## config.mk

```make
export PLATFORM = sky130hd
export DESIGN_NAME = ece593w26_mac_ctrl
export DESIGN_NICKNAME = d
export VERILOG_FILES = /design/src/rtl/ece593w26_mac_pkg.sv /design/src/rtl/ece593w26_rr_arb2.sv /design/src/rtl/ece593w26_mac_ctrl.sv
export SDC_FILE = /design/constraint.sdc
export NUM_CORES = 1
export LEC_CHECK = 0
export CORE_MARGIN = 2
export CORE_UTILIZATION = 54
export DETAILED_ROUTE_END_ITERATION = 10
export PLACE_DENSITY = 0.81
export REMOVE_ABC_BUFFERS = 1
export SLEW_MARGIN = 20
export SYNTH_ARGS = -nofsm -noshare
export SYNTH_HDL_FRONTEND = slang
export SYNTH_SLANG_ARGS = --single-unit
```

## constraint.sdc

```tcl
create_clock -name clk -period 7.4 [get_ports clk]
set_input_delay 1.48 -clock clk [delete_from_list [all_inputs] [get_ports clk]]
set_output_delay 1.48 -clock clk [all_outputs]
set_load 0.01 [all_outputs]
```

## src/rtl/ece593w26_mac_pkg.sv

```systemverilog
// Shared types and helpers for the MAC controller: FSM state encoding,
// requester count and a width-generic saturating adder.
package ece593w26_mac_pkg;

  typedef enum logic [2:0] {
    IDLE    = 3'd0,
    LOAD    = 3'd1,
    RUN     = 3'd2,
    CAPTURE = 3'd3,
    RESP    = 3'd4
  } mac_state_t;

  localparam int NREQ  = 2;
  localparam int SAT_W = 64;

  typedef struct packed {
    logic             ovf;
    logic [SAT_W-1:0] val;
  } sat_res_t;

  // Operands must already be sign-extended values that fit in w bits (w < SAT_W),
  // so the 64-bit sum itself can never wrap.
  function automatic sat_res_t sat_add(input logic signed [SAT_W-1:0] a,
                                       input logic signed [SAT_W-1:0] b,
                                       input int                      w);
    logic signed [SAT_W-1:0] s;
    logic signed [SAT_W-1:0] hi;
    logic signed [SAT_W-1:0] lo;
    sat_res_t                r;
    s     = a + b;
    hi    = (64'sd1 <<< (w - 1)) - 64'sd1;
    lo    = -hi - 64'sd1;
    r.ovf = 1'b0;
    r.val = s;
    if (s > hi) begin
      r.ovf = 1'b1;
      r.val = hi;
    end else if (s < lo) begin
      r.ovf = 1'b1;
      r.val = lo;
    end
    return r;
  endfunction

endpackage

```

## src/rtl/ece593w26_rr_arb2.sv

```systemverilog
// Two-way round-robin arbiter; the most recently granted requester loses ties.
module ece593w26_rr_arb2
  import ece593w26_mac_pkg::*;
(
  input  logic       clk,
  input  logic       rst,
  input  logic [1:0] req,
  input  logic       update,
  output logic [1:0] grant
);

  // requester that wins the next tie
  logic prio;

  always_ff @(posedge clk or posedge rst) begin
    if (rst) begin
      prio <= 1'b0;
    end else if (update && (grant != 2'b00)) begin
      prio <= grant[0];
    end
  end

  always_comb begin
    grant = 2'b00;
    case (req)
      2'b01:   grant = 2'b01;
      2'b10:   grant = 2'b10;
      2'b11:   grant = prio ? 2'b10 : 2'b01;
      default: grant = 2'b00;
    endcase
  end

endmodule

```

## src/rtl/ece593w26_mac_ctrl.sv

```systemverilog
// Shares one sequential Booth multiplier between two requesters and folds each
// product into a per-requester saturating accumulator.
//
// state   | meaning
// IDLE    | arbitrate, accept one request, multiplier held in reset
// LOAD    | multiplier reset asserted so it loads x
// RUN     | multiplier running for MUL_LAT cycles (down-counter)
// CAPTURE | sample product, update accumulator and response registers
// RESP    | response presented until rsp_ready
module ece593w26_mac_ctrl
  import ece593w26_mac_pkg::*;
#(
  parameter int WIDTH   = 8,
  parameter int MUL_LAT = 18,
  parameter int ACC_W   = 24
) (
  input  logic                  clk,
  input  logic                  rst,
  input  logic [1:0]            req_valid,
  output logic [1:0]            req_ready,
  input  logic [1:0][WIDTH-1:0] req_w,
  input  logic [1:0][WIDTH-1:0] req_x,
  input  logic [1:0]            req_acc,
  output logic                  rsp_valid,
  input  logic                  rsp_ready,
  output logic                  rsp_id,
  output logic [ACC_W-1:0]      rsp_data,
  output logic                  rsp_ovf,
  output logic                  mul_rst,
  output logic [WIDTH-1:0]      mul_w,
  output logic [WIDTH-1:0]      mul_x,
  input  logic [2*WIDTH:0]      mul_f
);

  localparam int CNT_W = $clog2(MUL_LAT + 1);

  mac_state_t              state;
  mac_state_t              state_nxt;
  logic [CNT_W-1:0]        cnt;
  logic [1:0]              grant;
  logic                    accept;
  logic                    acc_mode;
  logic                    op_id;
  logic [ACC_W-1:0]        acc [NREQ];
  logic [NREQ-1:0]         ovf;
  logic signed [SAT_W-1:0] acc_ext;
  logic signed [SAT_W-1:0] prod_ext;
  sat_res_t                sum;
  logic                    ovf_nxt;
  logic                    unused_bits;

  ece593w26_rr_arb2 u_arb (
    .clk    (clk),
    .rst    (rst),
    .req    (req_valid),
    .update (accept),
    .grant  (grant)
  );

  assign accept = |(req_valid & req_ready);

  always_ff @(posedge clk or posedge rst) begin
    if (rst) begin
      state <= IDLE;
    end else begin
      state <= state_nxt;
    end
  end

  always_comb begin
    state_nxt = state;
    req_ready = 2'b00;
    mul_rst   = 1'b1;
    rsp_valid = 1'b0;
    case (state)
      IDLE: begin
        if (!rst) begin
          req_ready = grant & req_valid;
        end
        if (!rst && ((grant & req_valid) != 2'b00)) begin
          state_nxt = LOAD;
        end
      end
      LOAD: state_nxt = RUN;
      RUN: begin
        mul_rst = 1'b0;
        if (cnt == '0) begin
          state_nxt = CAPTURE;
        end
      end
      CAPTURE: begin
        mul_rst   = 1'b0;
        state_nxt = RESP;
      end
      RESP: begin
        rsp_valid = 1'b1;
        if (rsp_ready) begin
          state_nxt = IDLE;
        end
      end
      default: state_nxt = IDLE;
    endcase
  end

  // bit 2*WIDTH of mul_f is not part of the product
  assign acc_ext  = acc_mode ? SAT_W'(signed'(acc[op_id])) : '0;
  assign prod_ext = SAT_W'(signed'(mul_f[2*WIDTH-1:0]));
  assign sum      = sat_add(acc_ext, prod_ext, ACC_W);
  assign ovf_nxt  = (acc_mode & ovf[op_id]) | sum.ovf;

  assign unused_bits = ^{mul_f[2*WIDTH], sum.val[SAT_W-1:ACC_W]};

  always_ff @(posedge clk or posedge rst) begin
    if (rst) begin
      mul_w    <= '0;
      mul_x    <= '0;
      acc_mode <= 1'b0;
      op_id    <= 1'b0;
      cnt      <= '0;
      rsp_id   <= 1'b0;
      rsp_data <= '0;
      rsp_ovf  <= 1'b0;
      ovf      <= '0;
      for (int i = 0; i < NREQ; i++) begin
        acc[i] <= '0;
      end
    end else begin
      if (accept) begin
        mul_w    <= req_w[grant[1]];
        mul_x    <= req_x[grant[1]];
        acc_mode <= req_acc[grant[1]];
        op_id    <= grant[1];
      end
      if (state == LOAD) begin
        cnt <= CNT_W'(MUL_LAT - 1);
      end else if ((state == RUN) && (cnt != '0)) begin
        cnt <= cnt - CNT_W'(1);
      end
      if (state == CAPTURE) begin
        acc[op_id] <= sum.val[ACC_W-1:0];
        ovf[op_id] <= ovf_nxt;
        rsp_id     <= op_id;
        rsp_data   <= sum.val[ACC_W-1:0];
        rsp_ovf    <= ovf_nxt;
      end
    end
  end

endmodule

```

==> results of run 1 <==
[per-stage QoR]
stage                     power, W  worst slack, ns
after floorplan            0.00234             1.26
after global placement     0.00291            0.447
after detailed placement   0.00300            0.218
after CTS                  0.00351            0.453
after global routing       0.00379           0.0738
final                      0.00351            0.390
[worst min path at each step]
stage                      start      endpoint  slack, ns  depth (start not counted)
CTS                 rsp_data[23]  rsp_data[23]       0.48                          2
detailed placement  rsp_data[23]  rsp_data[23]       0.47                          2
global route        rsp_data[23]  rsp_data[23]       0.49                          2
floorplan                acc[23]       acc[23]       0.44                          2
finish                  mul_x[6]      mul_x[6]       0.48                          2
global placement    rsp_data[23]  rsp_data[23]       0.46                          2
[registers in the layout (all words and copies together), names as in the netlist]
name,count
acc,48
acc_mode,1
cnt,5
mul_w,8
mul_x,8
op_id,1
ovf,2
rsp_data,24
rsp_id,1
rsp_ovf,1
state,3
u_arb.prio,1
[area by class of cell]
type,instances,area share
Timing Repair Buffer,110,0.145
Multi-Input combinational cell,509,0.441
Clock buffer,12,0.0339
Inverter,19,0.00975
Sequential cell,103,0.340
Clock inverter,4,0.00694
Tap cell,140,0.0231
[layer usage]
| layer | part of all wire | vias to the layer above |
|---|---|---|
| met2 | 0.51 | 116 |
| met4 | 0.019 | 0 |
| li1 | - | 2495 |
| met1 | 0.43 | 2518 |
| met5 | 0 | - |
| met3 | 0.042 | 27 |
[worst max-delay path: stages]
cell and delay (ns):
clkdlybuf4s50_1 0.43, ha_1 0.37, a21oi_1 0.32, o21ai_0 0.26, a221o_1 0.43, or2_2 0.31, a31oi_1 0.23, nor2b_1 0.08
o21ai_0 0.48, nand2b_1 0.16, fa_1 0.42, or4b_1 0.53, nor4_1 0.47, nand2b_1 0.10, or4_4 0.43, o211ai_4 0.20
buf_12 0.21, a21oi_1 0.13, a21oi_1 0.22
[cells in the final DEF (no fill, tap or decap), types with 8 or more instances in the layout]
cell,n
a21oi_1,96
fa_1,10
buf_4,8
xor2_1,9
inv_1,18
xnor2_1,17
a21o_1,10
nand2b_1,9
nor2b_1,25
clkdlybuf4s50_1,100
mux2i_1,39
ha_1,26
dfrtp_1,103
nand2_1,60
clkbuf_16,9
nor3_1,8
nor2_1,87
o21ai_0,27
[where the power goes]
part	internal (W)	switching [W]
clock network	0.000283	0.000215
logic	0.000902	0.00111
registers	0.000819	0.000183
[cell families (layout without fill, tap and decap cells)]
kind of cell,Yosys count,in the layout,share of synthesized area
AND/OR/NAND/NOR,227,227,0.172
XOR/XNOR,26,26,0.0373
buffers and inverters,51,145,0.0345
flip-flops,103,103,0.422
AO/OA/AOI/OAI,177,177,0.176
multiplexers,43,43,0.0714
adder cells (fa/ha/maj),36,36,0.0861
==> results.md, run 1 <==
- Hold_buf cts: 0
- Post-CTS setup buffers: 0
- Share of cells above drive strength 1: 0.0661
- Top-count cell post-synth: dfrtp_1
- Detailed placement HPWL: 10300 microns
- Gr ovfl total: 0
- Worst Path Required: 7.67 ns
- M3 GR Usage: 0.0312
- RR Endpoint: rsp_data[2]
- Fraction of registers with async set or reset after synthesis: 1.00
- Max Fanout on Critical Path: 26
- Worst hold slack: 0.476 ns
- Slew HR: 0.292
- DRC Markers: 0
- Cell count after synthesis: 663
- RSZ-0062 raised after global routing: false
- Reg2reg start: op_id
- Placed insts: slightly below 900
- Maximum vdd drop: 249 uV
- Register-to-Register Path Depth: 20
- Post-synth top cells: dfrtp_1 (103), a21oi_1 (96), nor2_1 (90), nand2_1 (60), mux2i_1 (39)
- P_leak: 3.29 nW
- Critical Path Source: mul_f[9]
- Pwr dens: 464 nW/um^2
- Crit path kind: input pin to flip-flop
- CTS H-Tree Depth: 3
- Ports: between 100 and 150
- Mean Syn Cell Area: 9.20 sq um
- Slew at the pin with the worst max-slew slack: about 1.1 ns
- Hold WC Path Type: flip-flop to flip-flop
- Outcome: finished, final reports clean
- Clock Latency Late Sink: 0.35 ns
- Post-synth top area share: 0.422
- Clock sinks: about 100
- Setup_tns: 0 ns
- Port Buf Inserts: 100
- Core ar.: between 10000 and 15000 sq um
- Die area: approximately 12000 sq um
- Iteration-0 DRC count of the detailed router: between 200 and 300
- Top achievable clock speed: 143 MHz
- WL/cell: approximately 17 microns
- Root Buffer: clkbuf_16
- Vert. Die Dim: 110 microns
- Antenna Cells: 0
- Vias per inst: 5.75
- R2r setup slk: 0.76 ns
- Layout Area Growth over Synthesis: 24.1%
- Fin cells: 897
- # nets final: between 800 and 900
- Die width: 110 microns
- Yosys top cell by area: dfrtp_1
- Worst setup EP type: flip-flop
- Final core occ: 0.693
- Row count: 38
- CP Launch Type: input pin
- Total wire length: ~15000 microns
- Fin. max-slew vios: 0
- Multi-input gate area: 3340 sq um
- EDFF count, synth: 0
- Fin crit period: 7.01 ns
- Global-route wire length before repair: 24400 microns
- Max Cap Violations: 0
- Drt pass-1 iters: 5
- Clk_skew: just over 0.007 ns
- Worst EP arrival: about 7.3 ns
- Initial antenna violation count: 0
- Met2 Resource Use GR: 0.456
- CP endpoint: rsp_data[2]
- Seq cells post-synth: 103
- Sequential standard cell area: 2580 sq um
- Clk slew on worst S/H paths: 0.07 ns
- CTS tree: done
- Period utilization: 0.947
- RD Place Congestion: 0.881
- Top_reg_cell synth: dfrtp_1
- Met1 global-route usage: 0.320
- Yosys Warn Count: 0
- Final setup fails: 0
- Max Buffers Root-to-Sink: 2
- Busiest grt layer: met2
- Sequential element share of the synthesized area: 0.422
- Vias in the first global route: 5194
- Post-placement cell area: 7260 sq um
- Fillers: between 800 and 900
- Final Hold Viols: 0
- Largest net degree at the start of global routing: slightly above 70
- Ranking of synthesized cells by area: dfrtp_1 (42%), a21oi_1 (7.9%), mux2i_1 (6.4%)
- Routed Antenna Nets: 0
- Post-Layout Inst Area: approximately 7600 sq um
- Resized cells post-CTS: 0
- GRT Total Usage: 0.258
- Synth unique cells: a little under 60
- Num CTS Buffers: 9
- Initial core utilization: 0.558
- Syn Std Cell Area: 6100 sq um
- Via count: 5156
(Power assumes the default switching activity.)
==> run 2: changes to the inputs <==
==> constraint.sdc (replaced) <==
create_clock -name clk -period 7.3 [get_ports clk]
set_input_delay 1.46 -clock clk [delete_from_list [all_inputs] [get_ports clk]]
set_output_delay 1.46 -clock clk [all_outputs]
set_load 0.01 [all_outputs]
==> results.md, run 2 (synthesis results as in run 1) <==
- Gr ovfl total: 0 (unchanged)
- Vias in the first global route: 5041 (was 5194)
- Detailed placement HPWL: 10100 microns (was 10300 microns)
- Layout Area Growth over Synthesis: 24.7% (was 24.1%)
- Pwr dens: 466 nW/um^2 (was 464 nW/um^2)
- Vert. Die Dim: 110 microns (unchanged)
- Critical path cell sequence: clkdlybuf4s50_1, ha_1, a21oi_1, o21ai_0, a221o_1, or2_2, a31oi_1, nor2b_1, o21ai_0, nand2b_1, fa_1, or4b_1, nor4_1, nand2b_1, or4_4, o211ai_4, buf_12, a21oi_1, a21oi_1 (unchanged)
- Slew at the pin with the worst max-slew slack: 0.861 ns (was 1.06 ns)
- Maximum vdd drop: 232 uV (was 249 uV)
- Row count: 38 (unchanged)
- Initial core utilization: 0.558 (unchanged)
- Max Fanout on Critical Path: 26 (unchanged)
- Hold WC Path Type: flip-flop to flip-flop (unchanged)
- CP peak stage delay: 0.53 ns (about the same)
- Slack of the critical path: 0.516 ns (was 0.390 ns)
- Vias per inst: 5.69 (was 5.75)
- CP most frequent cell: a21oi_1 (unchanged)
- Final setup fails: 0 (unchanged)
- Period utilization: 0.929
- Core ar.: 10900 sq um (unchanged)
- # nets final: 846 (was 844)
- Most frequent cells in the layout: dfrtp_1 (103), clkdlybuf4s50_1 (100), a21oi_1 (96), nor2_1 (87), nand2_1 (60) (unchanged)
- Die area: 12200 sq um (unchanged)
- Resized cells post-CTS: 0 (unchanged)
- Total wire length: 14400 microns (was 14800 microns)
- Top reg by flops: acc (unchanged)
- GRT Total Usage: 0.250 (was 0.258)
- Biggest regs: acc (48), rsp_data (24) (unchanged)
- Critical-path top delay cell: or4b_1 (unchanged)
- Clk slew on worst S/H paths: 0.07 ns (about the same)
- DRC Markers: 0 (unchanged)
- Num CTS Buffers: 9 (unchanged)
- Worst EP arrival: 7.04 ns (was 7.28 ns)
- Max Buffers Root-to-Sink: 2 (unchanged)
- Routed Antenna Nets: 0 (unchanged)
- Slew HR: 0.426 (was 0.292)
- Max Cap Violations: 0 (unchanged)
- Antenna Cells: 0 (unchanged)
- Most common cell after layout, fill and taps aside: dfrtp_1 (unchanged)
- Post-CTS setup buffers: 0 (unchanged)
- Setup Slack @ Placement: 0.192 ns (was 0.218 ns)
- Initial antenna violation count: 0 (unchanged)
- WL/cell: 16.1 microns (was 16.5 microns)
- Post-Layout Inst Area: 7600 sq um (was 7570 sq um)
- Final core occ: 0.695 (was 0.693)
- Iteration-0 DRC count of the detailed router: 224 (was 253)
- Largest register FFs: 48 (unchanged)
- Clock sinks: 103 (unchanged)
- CTS tree: done (unchanged)
- Crit path kind: input pin to flip-flop (unchanged)
- Via count: 5118 (was 5156)
- Port Buf Inserts: 100 (unchanged)
- Drt pass-1 iters: 5 (unchanged)
- Global-route wire length before repair: 23600 microns (was 24400 microns)
- Fin crit period: 6.78 ns
- CTS H-Tree Depth: 3 (unchanged)
- RSZ-0062 raised after global routing: false (unchanged)
- Post-placement cell area: 7260 sq um (about the same)
- Root Buffer: clkbuf_16 (unchanged)
- Fin. max-slew vios: 0 (unchanged)
- P_leak: 3.30 nW (was 3.29 nW)
- Outcome: finished, final reports clean (unchanged)
- RD Place Congestion: 0.893 (was 0.881)
- Clk_skew: 0.00939 ns (was 0.00719 ns)
- Final Hold Viols: 0 (unchanged)
- CP Launch Type: input pin (unchanged)
- Top achievable clock speed: 147 MHz
- Share of cells above drive strength 1: 0.0698 (was 0.0661)
- Clock Latency Late Sink: 0.35 ns (about the same)
- Hold_buf cts: 0 (unchanged)
- Worst setup EP type: flip-flop (unchanged)
- Ports: 102 (unchanged)
- Die width: 110 microns (unchanged)
- Largest net degree at the start of global routing: 71 (unchanged)
- Worst Path Required: 7.56 ns (was 7.67 ns)
- Setup_tns: 0 ns (unchanged)
[run 2: layer usage]
layer,vias up,share of wire,global-route usage
li1,2498,-,-
met1,2458,0.42,0.317
met2,130,0.51,0.427
met3,32,0.039,0.0441
met4,0,0.025,0.100
met5,-,0,0
[run 2: worst max-delay path: cells and delay by family]
kind / cells / cell delay [ns]
adder cells (fa/ha/maj): 2 / 0.80
AND/OR/NAND/NOR: 7 / 2.04
buffers and inverters: 2 / 0.64
AO/OA/AOI/OAI: 8 / 2.09
[run 2: power by group]
| part | leakage (nW) | total (W) | internal, W | switching [W] |
|---|---|---|---|---|
| Clock | 0.148 | 0.000491 | 0.000271 | 0.000221 |
| Combinational | 2.06 | 0.00204 | 0.000921 | 0.00112 |
| Sequential | 1.09 | 0.00101 | 0.000830 | 0.000183 |
[run 2: worst paths after layout]
kind	from	to	slack (ns)	cells after the start
worst max-delay path	mul_f[9]	rsp_data[12]	0.52	19
worst min-delay path	mul_x[4]	mul_x[4]	0.48	2
worst max register to register	op_id	rsp_data[12]	0.89	20
worst min register to register	mul_x[4]	mul_x[4]	0.48	2
max in group asynchronous	rst	acc[34]	4.55	3
min in group asynchronous	rst	state[1]	1.52	2
[run 2: cell type report]
type	count	area [sq um]
clock inverter	7	80.1
sequential	103	2580
clock buffer	9	225
timing repair buffer	112	1140
tap	140	175
fill	864	3330
inverter	19	73.8
multi-input combinational	509	3340
[run 2: through the flow]
| stage | hold slack (ns) | instances | total power (W) |
|---|---|---|---|
| 4_1_cts | 0.484 | 898 | 0.00354 |
| 6_report | 0.479 | 899 | 0.00354 |
| 2_1_floorplan | 0.441 | 631 | 0.00237 |
| 5_1_grt | 0.507 | 899 | 0.00384 |
| 3_3_place_gp | 0.457 | 882 | 0.00295 |
| 3_5_place_dp | 0.465 | 882 | 0.00303 |
